File: src/rtl/odyssey_pkg.sv
// Shared definitions for the odyssey ball/spot blocks.
//   POS_W        : width of spot position coordinates.
//   ball_state_t : ball motion states (serve wait, in play, out of play).
package odyssey_pkg;

    localparam int POS_W = 10;

    typedef enum logic [1:0] {
        IDLE = 2'd0,
        RUN  = 2'd1,
        OUT  = 2'd2
    } ball_state_t;

endpackage

File: src/rtl/spot_axis_step.sv
// Combinational add-and-clamp along one screen axis.
//   i_pos     : current position (unsigned)
//   i_step    : step magnitude; zero- or sign-extended per STEP_SIGNED
//   i_neg     : 1 = subtract the step instead of adding it
//   o_pos     : pos +/- step, clamped into [MIN, MAX]
//   o_clamped : 1 when the raw result fell outside [MIN, MAX]
import odyssey_pkg::*;

module spot_axis_step #(
    parameter int               STEP_W      = 3,
    parameter bit               STEP_SIGNED = 1'b0,
    parameter logic [POS_W-1:0] MIN         = '0,
    parameter logic [POS_W-1:0] MAX         = '1
) (
    input  logic [POS_W-1:0]  i_pos,
    input  logic [STEP_W-1:0] i_step,
    input  logic              i_neg,
    output logic [POS_W-1:0]  o_pos,
    output logic              o_clamped
);

    // Two spare bits give headroom for both overflow past MAX and
    // underflow below zero without wrapping.
    localparam int SUM_W = POS_W + 2;
    localparam logic signed [SUM_W-1:0] L_MIN = {2'b00, MIN};
    localparam logic signed [SUM_W-1:0] L_MAX = {2'b00, MAX};

    logic signed [SUM_W-1:0] w_step;
    logic signed [SUM_W-1:0] w_sum;

    always_comb begin
        if (STEP_SIGNED)
            w_step = {{(SUM_W-STEP_W){i_step[STEP_W-1]}}, i_step};
        else
            w_step = {{(SUM_W-STEP_W){1'b0}}, i_step};
        if (i_neg)
            w_step = -w_step;
        w_sum = $signed({2'b00, i_pos}) + w_step;

        o_pos     = w_sum[POS_W-1:0];
        o_clamped = 1'b0;
        if (w_sum < L_MIN) begin
            o_pos     = MIN;
            o_clamped = 1'b1;
        end else if (w_sum > L_MAX) begin
            o_pos     = MAX;
            o_clamped = 1'b1;
        end
    end

endmodule

File: src/rtl/ball_motion_ctrl.sv
// Per-frame ball motion controller. Steps the ball once per frame_tick,
// reverses on player/wall coincidence, detects misses and sequences
// IDLE (waiting for serve) -> RUN -> OUT -> IDLE.
//   clk, reset            : clock, synchronous active-high reset
//   frame_tick            : one-cycle pulse per frame (vertical blank)
//   enable                : 0 freezes all state
//   serve                 : serve request level
//   hit_left/right/wall   : coincidence of ball with player/wall spots
//   h_speed               : unsigned horizontal pixels per frame
//   english               : signed vertical pixels per frame
//   ball_h_pos/ball_v_pos : ball position to the spot generator
//   ball_enable           : spot generator enable, high only in RUN
//   dir_right             : current horizontal direction
//   miss_left/miss_right  : one-cycle pulse when the ball exits a side
import odyssey_pkg::*;

module ball_motion_ctrl #(
    parameter logic [POS_W-1:0] H_MIN   = 10'd16,
    parameter logic [POS_W-1:0] H_MAX   = 10'd560,
    parameter logic [POS_W-1:0] V_MIN   = 10'd16,
    parameter logic [POS_W-1:0] V_MAX   = 10'd240,
    parameter logic [POS_W-1:0] H_START = 10'd288,
    parameter logic [POS_W-1:0] V_START = 10'd128
) (
    input  logic             clk,
    input  logic             reset,
    input  logic             frame_tick,
    input  logic             enable,
    input  logic             serve,
    input  logic             hit_left,
    input  logic             hit_right,
    input  logic             hit_wall,
    input  logic [2:0]       h_speed,
    input  logic [3:0]       english,
    output logic [POS_W-1:0] ball_h_pos,
    output logic [POS_W-1:0] ball_v_pos,
    output logic             ball_enable,
    output logic             dir_right,
    output logic             miss_left,
    output logic             miss_right
);

    ball_state_t      r_state;
    logic [POS_W-1:0] r_h, r_v;
    logic             r_dir, r_serve_dir, r_ball_en;
    logic             r_miss_l, r_miss_r;
    logic             r_hit_l, r_hit_r, r_hit_w;

    logic             w_hit_l, w_hit_r, w_hit_w;
    logic             w_dir_next;
    logic [POS_W-1:0] w_h_step, w_v_step;
    logic             w_h_clamped, w_v_clamped;
    logic             w_miss_l, w_miss_r;

    // A hit seen on the tick cycle itself still belongs to the closing frame.
    assign w_hit_l = r_hit_l | hit_left;
    assign w_hit_r = r_hit_r | hit_right;
    assign w_hit_w = r_hit_w | hit_wall;

    // Direction for this frame's step. On serve the ball heads away from
    // the side that last missed; in play a player hit only counts when it
    // actually reverses the ball, and it beats a wall hit.
    always_comb begin
        w_dir_next = r_dir;
        if (r_state == IDLE)
            w_dir_next = r_serve_dir;
        else if (w_hit_l && !r_dir)
            w_dir_next = 1'b1;
        else if (w_hit_r && r_dir)
            w_dir_next = 1'b0;
        else if (w_hit_w)
            w_dir_next = ~r_dir;
    end

    spot_axis_step #(
        .STEP_W(3), .STEP_SIGNED(1'b0), .MIN(H_MIN), .MAX(H_MAX)
    ) u_h_step (
        .i_pos(r_h), .i_step(h_speed), .i_neg(~w_dir_next),
        .o_pos(w_h_step), .o_clamped(w_h_clamped)
    );

    // Vertical clamping is the boundary behaviour; there is no bounce.
    spot_axis_step #(
        .STEP_W(4), .STEP_SIGNED(1'b1), .MIN(V_MIN), .MAX(V_MAX)
    ) u_v_step (
        .i_pos(r_v), .i_step(english), .i_neg(1'b0),
        .o_pos(w_v_step), .o_clamped(w_v_clamped)
    );

    // Horizontal clamping can only happen on the side we are moving toward.
    assign w_miss_r = w_h_clamped &  w_dir_next;
    assign w_miss_l = w_h_clamped & ~w_dir_next;

    always_ff @(posedge clk) begin
        if (reset) begin
            r_state     <= IDLE;
            r_h         <= H_START;
            r_v         <= V_START;
            r_dir       <= 1'b1;
            r_serve_dir <= 1'b1;
            r_ball_en   <= 1'b0;
            r_miss_l    <= 1'b0;
            r_miss_r    <= 1'b0;
            r_hit_l     <= 1'b0;
            r_hit_r     <= 1'b0;
            r_hit_w     <= 1'b0;
        end else begin
            // Miss pulses last one cycle even if enable drops right after.
            r_miss_l <= 1'b0;
            r_miss_r <= 1'b0;
            if (enable) begin
                if (frame_tick) begin
                    r_hit_l <= 1'b0;
                    r_hit_r <= 1'b0;
                    r_hit_w <= 1'b0;
                    if (r_state == RUN || (r_state == IDLE && serve)) begin
                        r_dir <= w_dir_next;
                        r_h   <= w_h_step;
                        r_v   <= w_v_step;
                        if (w_miss_r) begin
                            r_state     <= OUT;
                            r_ball_en   <= 1'b0;
                            r_miss_r    <= 1'b1;
                            r_serve_dir <= 1'b0;
                        end else if (w_miss_l) begin
                            r_state     <= OUT;
                            r_ball_en   <= 1'b0;
                            r_miss_l    <= 1'b1;
                            r_serve_dir <= 1'b1;
                        end else begin
                            r_state   <= RUN;
                            r_ball_en <= 1'b1;
                        end
                    end else if (r_state == OUT && !serve) begin
                        r_state <= IDLE;
                        r_h     <= H_START;
                        r_v     <= V_START;
                    end
                end else begin
                    r_hit_l <= r_hit_l | hit_left;
                    r_hit_r <= r_hit_r | hit_right;
                    r_hit_w <= r_hit_w | hit_wall;
                end
            end
        end
    end

    assign ball_h_pos  = r_h;
    assign ball_v_pos  = r_v;
    assign ball_enable = r_ball_en;
    assign dir_right   = r_dir;
    assign miss_left   = r_miss_l;
    assign miss_right  = r_miss_r;

endmodule

File: config.mk
export PLATFORM = sky130hd
export DESIGN_NAME = ball_motion_ctrl
export DESIGN_NICKNAME = d
export VERILOG_FILES = /design/src/rtl/odyssey_pkg.sv /design/src/rtl/spot_axis_step.sv /design/src/rtl/ball_motion_ctrl.sv
export SDC_FILE = /design/constraint.sdc
export NUM_CORES = 1
export LEC_CHECK = 0
export BUFFER_PORTS_ARGS = -buffer_cell sky130_fd_sc_hd__buf_2
export CAP_MARGIN = 0
export CORE_MARGIN = 1.5
export CORE_UTILIZATION = 45
export CTS_CLUSTER_SIZE = 20
export DETAILED_ROUTE_END_ITERATION = 16
export PLACE_DENSITY = 0.65
export SLEW_MARGIN = 20
export SYNTH_ARGS = -nofsm -noshare
export SYNTH_HDL_FRONTEND = slang
export SYNTH_HIERARCHICAL = 1
export SYNTH_SLANG_ARGS = --single-unit
File: constraint.sdc
create_clock -name clk -period 5.95 [get_ports clk]
set_input_delay 0.595 -clock clk [delete_from_list [all_inputs] [get_ports clk]]
set_output_delay 0.595 -clock clk [all_outputs]
set_load 0.01 [all_outputs]
======== After elaboration in Yosys (flattened, before gate mapping) ========
Index checks and enable logic that the tools add are counted.
storage, ports and cells
  register bits after elaboration ......... 30
  latch bits .............................. 0
  bits in writable memories ............... 0
  ROM bits ................................ 0
  input port bits ......................... 15
  output and inout bits ................... 24
  logic and storage cells ................. 73
  memories ................................ 0
cells by class
  add/sub/neg operators ................... 3
  multipliers ............................. 0
  div/mod/pow operators ................... 0
  $lt $le $gt $ge ......................... 4
  eq/ne operators ......................... 2
  shifts and indexed selects .............. 0
  mux-type cells .......................... 28
  bitwise gates (word level) .............. 10
  reductions and logical operators ........ 15
operators by type and width
  cell                                                                     count
  10-bit 2-to-1 mux                                                        8
  12-bit by 6-bit < comparator with 1-bit output (second input constant)   2
  1-bit 2-to-1 mux                                                         15
  11-bit by 12-bit adder with 12-bit output                                1
  11-bit by 4-bit adder with 12-bit output                                 1
  12-bit by 11-bit > comparator with 1-bit output (second input constant)  1
  12-bit by 9-bit > comparator with 1-bit output (second input constant)   1
  12-bit 2-to-1 mux                                                        1
  3-bit negation with 12-bit output                                        1
  2-bit 2-to-1 mux                                                         4
  3-bit AND reduction                                                      2
  1-bit NOT                                                                5
  5-bit OR reduction                                                       1
  1-bit logical AND                                                        4
  4-bit AND reduction                                                      1
  2-bit nonzero test                                                       2
  4-bit OR reduction                                                       1
  1-bit bitwise OR                                                         3
  1-bit AND                                                                2
  2-bit by 1-bit equality test with 1-bit output (second input constant)   1
  2-bit equality test (second input constant)                              1
  1-bit logical NOT                                                        2
  2-bit logical NOT                                                        1
  1-bit logical OR                                                         1

======== Depth between registers and ports, before layout ========
Gate-level depths: netlist (run 1).
  depth after elaboration ................. 14
  mapped depth ............................ 18
  mapped depth without buffers ............ 17

======== Hierarchy ========
The synthesis (run 1) kept the hierarchy.
modules (own cells, without submodules)
  module                     instances  cells each  area an instance (um^2)  sequential area each (um^2)
  ball_motion_ctrl           1          98          1086.0                   600.6
  spot_axis_step (u_v_step)  1          130         949.7                    0.0
  spot_axis_step (u_h_step)  1          126         924.6                    0.0

======== Worst setup path before layout (run 1) ========
OpenSTA, ideal clock, no wires.
  path kind ............................... input to register
  from .................................... input port hit_wall
  to ...................................... register r_serve_dir
  setup time .............................. 0.122 ns
  arrival time ............................ 4.269 ns
  required time ........................... 5.828 ns
  slack ................................... 1.559 ns
  cell stages on the path ................. 16
  path buffers ............................ 0
  cells stage by stage .................... or4b_1 o32a_2 and2_2 o21ai_0 inv_1 fa_1 and2b_1 o2111ai_2 a31oi_1 xor2_1 or4_4 mux2_4 nand2b_1 o21ai_0 nor3_1 a221o_1
between the ends
  longest elaborated chain between the ends .. 13
  elaborated cells on any way between the ends .. 17
  classes of those cells .................. add/sub: 1; order compare: 2; mux: 8; bitwise: 4; reduce/logical: 2
ends and longest elaborated chain
  element                                          line                                            RTL
  start, declared                                  ball_motion_ctrl.sv:32                          input logic hit_wall,
  1-bit bitwise OR *                               ball_motion_ctrl.sv:58                          assign w_hit_w = r_hit_w | hit_wall;
  1-bit 2-to-1 mux *                               ball_motion_ctrl.sv:71                          else if (w_hit_w)
  1-bit 2-to-1 mux *                               ball_motion_ctrl.sv:69                          else if (w_hit_r && r_dir)
  1-bit 2-to-1 mux *                               ball_motion_ctrl.sv:67                          else if (w_hit_l && !r_dir)
  1-bit 2-to-1 mux *                               ball_motion_ctrl.sv:65                          if (r_state == IDLE)
  12-bit 2-to-1 mux *                              spot_axis_step.sv:36                            if (i_neg)
  11-bit by 12-bit adder with 12-bit output *      spot_axis_step.sv:38                            w_sum = $signed({2'b00, i_pos}) + w_step;
  12-bit by 11-bit > comparator with 1-bit output  spot_axis_step.sv:45                            end else if (w_sum > L_MAX) begin
  1-bit 2-to-1 mux                                 spot_axis_step.sv:45
  1-bit 2-to-1 mux *                               spot_axis_step.sv:42                            if (w_sum < L_MIN) begin
  via w_h_clamped                                  ball_motion_ctrl.sv:52                          logic w_h_clamped, w_v_clamped;
  1-bit AND (on tied branches)                     ball_motion_ctrl.sv:92, ball_motion_ctrl.sv:91
  2-bit nonzero test (no source line)              --
  4-bit AND reduction (no source line)             --
  end signal, assigned                             ball_motion_ctrl.sv:100                         r_serve_dir <= 1'b1;
  end signal, assigned                             ball_motion_ctrl.sv:124                         r_serve_dir <= 1'b0;
  end signal, assigned                             ball_motion_ctrl.sv:129                         r_serve_dir <= 1'b1;
  end, declared                                    ball_motion_ctrl.sv:45                          logic r_dir, r_serve_dir, r_ball_en;
The timed path passes the listed nets; every way through them passes the cells marked *.
A chain may end at the register's enable or synchronous reset.

======== Final worst setup path (run 1) ========
Same ends and word-level chain as after synthesis.

==> reports/results.ini, run 1 <==
[die]
die_area_sq_mm = 0.00705
core_sq_mm = 0.00635
io_pins = 39
start_util = 0.465
rows = 29
die_w_microns = 84.0
die-height_microns = 84.0

[route]
first_pass_iters = 4
routedWlPerCell_microns = 15.1
routed_wl_microns = 6890
drc = 0
avgViaCountPerCell = 6.03
drt.antenna.violating_nets = 0
vias = 2755
first_iter_violations = 245

[cts]
clk_path_buf_depth = 2
postCtsSetupBuffers = 0
root_buffer = clkbuf_8
post_cts_resized = 0
cts_sinks = 30
cts.clk_slew.worst_paths_ps = 60
clk_latency_ps = 280
numCtsBuffers = 5
htreeDepth = 2
cts_tree = yes
ctsHoldBuffers = 0

[layout]
syn_to_final_growth_pct = 8.61
fin_nets = 423
final_cell_area_sq_mm = 0.00321
drive_above_1_share = 0.192
layout_common_cells = buf_2, dfxtp_1, ha_1
n_fill_cell = 626
fin_cells = 457
num_antenna_cells = 0
final_common_cell = buf_2

[setup_path]
rr_startpoint = r_hit_w
crit_type = in2reg
path_depth = 16
crit_slowest_cell = nor2b_1
timing.rr.end = r_serve_dir
reg2reg_slack_ps = 1440
slowest_delay_ps = 590
cp.arrival_ps = 4730
critical_path_buf_inv_count = 1
cp_max_fo = 9
critical_path.endpoint_type = flop
ff2ff_path_depth = 16
cp_top_family = simple AND/OR/NAND/NOR gates
crit_chain = buf_2 -> nor4_1 -> o32a_2 -> and2_2 -> nor2b_1 -> ha_1 -> o21a_1 -> o2bb2ai_1 -> a31oi_1 -> xor2_1 -> or4_4 -> mux2_4 -> nand2b_1 -> o21ai_0 -> nor3_1 -> a221o_1
cp.required_ps = 6120
worst_setup_path_start_kind = input pin

[yosys]
avgSynthCellArea_sq_um = 8.36
synth_warnings = 6
syn_area_sq_mm = 0.00295
syn_inst = 353

[sta]
rsz0062_at_grt = false
finalCriticalPeriod_ps = 4560
hold_viol = 0
slew_viol_final = 0
fmax_ghz = 0.219
slew-limit-headroom = 0.322
fin_setup_tns_ps = 0
timing.final.ws_setup_ps = 1390
tightest_slew_ps = 1020
setup_violations = 0
finalCritPeriodShare = 0.767
skew_ps = 2.59

[min_path]
holdCritPathClass = reg2reg
hold_end = r_hit_l
hold_depth = 2
min_from = r_hit_l

[global_routing]
grt_pass1_vias = 2526
grt_pass1_wl_microns = 11800
grtUsageTotal = 0.200
grt_overflow_total = 0
grt_max_degree = 22
antenna_found_initial = 0

[power_and_ir_drop]
leakage_nw = 1.45
p_per_area_mw_per_mm2 = 289
ir_drop_mv = 0.175

[run_status]
status = completed

[placed_design]
dp_hpwl_microns = 5220
place_inst = 449
routabilityCongestion = 0.879
dpl_worst_slack_ps = 1120
dpl-instance-area_sq_mm = 0.00311
port_buffers = 38

[job]
max_cap_violations = 0

[worst reg2reg max path: cells and delay by family (launching register included)]
kind,cells,cell delay (ps)
xor+xnor,1,90
simple gates,6,1890
flops,1,320
compound gates,6,1280
buf+inv,1,100
fa+ha+maj,1,410
mux,1,330
[metrics by stage]
step / utilization / hold WS [ps] / power, W
2_1_floorplan: - / 432 / 0.000665
3_3_place_gp: 0.490 / 455 / 0.000748
3_5_place_dp: 0.490 / 461 / 0.000755
4_1_cts: 0.505 / 477 / 0.000926
5_1_grt: 0.505 / 519 / 0.000999
6_report: 0.505 / 474 / 0.000927
[report_power, final]
group          internal, W  switching, W
clock            0.0000932     0.0000758
combinational     0.000223      0.000301
sequential        0.000217     0.0000165
[layout make-up]
type	instances	area, sq um	share of cell area
clock buffer	7	86.3	0.0269
clock inverter	1	5.00	0.00156
inverter	21	78.8	0.0246
multi-input combinational	283	2150	0.670
sequential	30	601	0.187
tap	77	96.3	0.0301
timing repair buffer	38	190	0.0593
[registers in the layout (all words and copies together) (netlist names)]
signal	count
r_serve_dir	1
r_hit_r	1
r_hit_l	1
ball_v_pos	10
dir_right	1
r_hit_w	1
miss_right	1
miss_left	1
ball_h_pos	10
ball_enable	1
r_state	2
[routing by layer]
layer | routed length [microns] | part of all wire | vias to the layer above | GRT usage
met5 | 0 | 0 | - | 0
met4 | 108 | 0.016 | 0 | 0.0581
met3 | 357 | 0.052 | 13 | 0.0287
met1 | 3390 | 0.49 | 1274 | 0.299
met2 | 3040 | 0.44 | 86 | 0.295
li1 | - | - | 1382 | -
[how the worst max path moves through the flow]
stage / start / end
2_1_floorplan: hit_wall / r_serve_dir
3_3_place_gp: hit_wall / r_serve_dir
3_5_place_dp: hit_wall / r_serve_dir
4_1_cts: hit_wall / r_serve_dir
5_1_grt: hit_wall / r_serve_dir
6_report: hit_wall / r_serve_dir
(Power assumes the default switching activity.)
==> inputs of run 2 (changes only) <==
- clock period: 5.95 -> 4.6 ns (I/O delays scaled with it)
==> run 2 against run 1 <==
  * Via count rose by 0.33%
  * Clock skew rose by 2.7 ps
  * Combinational power rose by 36%
  * First-iteration DRC count fell by 11%
  * Clock power rose by 59%
  * Global-route usage rose by 0.50 points
  * Critical path depth did not move
  * Setup slack got worse by 1000 ps
  * Sequential cell count did not move
  * Final cell count rose by 1.1%
  * Sequential power rose by 29%
  * Core utilization rose by 1.0 points
==> reports/results.ini, run 2 (synthesis gave the netlist of run 1 again) <==
[cts]
cts.clk_slew.worst_paths_ps = 60  ; about the same
clk_path_buf_depth = 2  ; unchanged
postCtsSetupBuffers = 0  ; unchanged
root_buffer = clkbuf_8  ; unchanged
cts_sinks = 30  ; unchanged
cts_tree = yes  ; unchanged
htreeDepth = 2  ; unchanged
ctsHoldBuffers = 0  ; unchanged
post_cts_resized = 0  ; unchanged
clk_latency_ps = 280  ; about the same
numCtsBuffers = 5  ; unchanged

[global_routing]
grt_most_used_layer = met2  ; was met1
grt_util_met1 = 0.290  ; was 0.299
grt_overflow_total = 0  ; unchanged
grtUsageTotal = 0.205  ; was 0.200
antenna_found_initial = 0  ; unchanged
groute.layer.met2.usage = 0.324  ; was 0.295
grt_pass1_wl_microns = 12200  ; was 11800 microns
met3_usage = 0.0406  ; was 0.0287
grt_max_degree = 22  ; unchanged
grt_pass1_vias = 2560  ; was 2526

[setup_path]
slowest_delay_ps = 530  ; was 590 ps
cp.required_ps = 4760  ; was 6120 ps
worst_setup_path_start_kind = flop  ; was input pin
critical_path.endpoint_type = flop  ; unchanged
cp_max_fo = 7  ; was 9
crit_type = reg2reg  ; was in2reg
crit_chain = or4b_1 -> o32a_2 -> and2_2 -> o21ai_1 -> inv_1 -> fa_1 -> and2b_1 -> o2111ai_2 -> a31oi_1 -> xor2_1 -> or4_4 -> mux2_4 -> nand2b_1 -> o21ai_0 -> nor3_1 -> a221o_1  ; was buf_2 -> nor4_1 -> o32a_2 -> and2_2 -> nor2b_1 -> ha_1 -> o21a_1 -> o2bb2ai_1 -> a31oi_1 -> xor2_1 -> or4_4 -> mux2_4 -> nand2b_1 -> o21ai_0 -> nor3_1 -> a221o_1
cp.arrival_ps = 4380  ; was 4730 ps
critical_path.startpoint = dir_right  ; was hit_wall
rr_startpoint = dir_right  ; was r_hit_w
crit_slowest_cell = or4_4  ; was nor2b_1

[route]
first_iter_violations = 219  ; was 245
routed_wl_microns = 6910  ; was 6890 microns
drt.antenna.violating_nets = 0  ; unchanged
first_pass_iters = 5  ; was 4
vias = 2764  ; was 2755
routedWlPerCell_microns = 15.0  ; was 15.1 microns
avgViaCountPerCell = 5.98  ; was 6.03
drc = 0  ; unchanged

[die]
die_area_sq_mm = 0.00705  ; unchanged
core_sq_mm = 0.00635  ; unchanged
die-height_microns = 84.0  ; unchanged
start_util = 0.465  ; unchanged
io_pins = 39  ; unchanged
rows = 29  ; unchanged
die_w_microns = 84.0  ; unchanged

[layout]
num_antenna_cells = 0  ; unchanged
layout_common_cells = buf_2, dfxtp_1, ha_1  ; unchanged
multiInputGateArea_sq_mm = 0.00215  ; unchanged
drive_above_1_share = 0.205  ; was 0.192
fin_nets = 429  ; was 423
fin_cells = 462  ; was 457
final-seq-area_sq_um = 601  ; unchanged
syn_to_final_growth_pct = 10.9  ; was 8.61%
final_common_cell = buf_2  ; unchanged
n_fill_cell = 600  ; was 626

[sta]
timing.final.ws_setup_ps = 386  ; was 1390 ps
setup_violations = 0  ; unchanged
rsz0062_at_grt = false  ; unchanged
tightest_slew_ps = 989  ; was 1020 ps
fmax_ghz = 0.237
skew_ps = 5.26  ; was 2.59 ps
fin_setup_tns_ps = 0  ; unchanged
finalCritPeriodShare = 0.916
slew_viol_final = 0  ; unchanged
finalCriticalPeriod_ps = 4210
slew-limit-headroom = 0.341  ; was 0.322
hold_viol = 0  ; unchanged

[power_and_ir_drop]
ir_drop_mv = 0.178  ; was 0.175 mV
comb_power_share = 0.556  ; was 0.566
p_int_w = 0.000778  ; was 0.000533 W
clock_power_share = 0.209  ; was 0.182
p_sw_w = 0.000506  ; was 0.000394 W
p_sw_frac = 0.394  ; was 0.425
p_per_area_mw_per_mm2 = 393  ; was 289 mW/mm^2
leakage_nw = 1.49  ; was 1.45 nW
seqPwrFrac = 0.235  ; was 0.252

[placed_design]
place_inst = 455  ; was 449
port_buffers = 38  ; unchanged
routabilityCongestion = 0.875  ; was 0.879
dpl_worst_slack_ps = 100  ; was 1120 ps
dp_hpwl_microns = 5310  ; was 5220 microns

[min_path]
min_from = hit_left  ; was r_hit_l
holdCritPathClass = in2reg  ; was reg2reg

[job]
max_cap_violations = 0  ; unchanged

[run_status]
status = completed  ; unchanged

==> run 2: area by class of cell <==
cell class	instances	area share
Clock inverter	1	0.00918
Multi-Input combinational cell	283	0.657
Tap cell	77	0.0294
Clock buffer	6	0.0252
Timing Repair Buffer	44	0.0719
Inverter	21	0.0241
Sequential cell	30	0.184
==> run 2: path summary, 6_finish.rpt <==
| check | to | slack, ps | depth (start not counted) |
|---|---|---|---|
| min | r_hit_l | 440 | 3 |
| max reg2reg | r_serve_dir | 390 | 16 |
| max | r_serve_dir | 390 | 16 |
| min reg2reg | r_hit_l | 480 | 2 |
==> run 2: critical path: cells and delay by family (launching register included) <==
family / cells / cell delay, ps
and+or+nand+nor: 6 / 1690
AOI/OAI and AO/OA: 6 / 1180
adders and majority gates: 1 / 400
DFF: 1 / 390
muxes: 1 / 270
xor gates and xnor gates: 1 / 90
buffers and inverters: 1 / 80
==> run 2: power groups by stage <==
stage                     Combinational, W  Clock, W  Sequential, W
after global placement            0.000708         0       0.000307
after global routing              0.000801  0.000288       0.000304
after floorplan                   0.000552         0       0.000308
final                             0.000715  0.000268       0.000302
after CTS                         0.000712  0.000275       0.000302
after detailed placement          0.000707         0       0.000307
==> run 2: routing by layer <==
metal	part of all wire	wire, microns	vias to the layer above
met5	0	0	-
met4	0.0091	63	0
met3	0.054	371	9
met2	0.45	3130	85
met1	0.48	3350	1285
li1	-	-	1385
==> run 2: stage by stage <==
| step | utilization | hold WS [ps] | total power [W] | cell area (sq um) |
|---|---|---|---|---|
| 3_5_place_dp | 0.498 | 463 | 0.00101 | 3160 |
| 6_report | 0.515 | 439 | 0.00128 | 3270 |
| 4_1_cts | 0.515 | 433 | 0.00129 | 3270 |
| 3_3_place_gp | 0.498 | 460 | 0.00102 | 3160 |
| 2_1_floorplan | - | 432 | 0.000860 | 2960 |
| 5_1_grt | 0.515 | 437 | 0.00139 | 3270 |
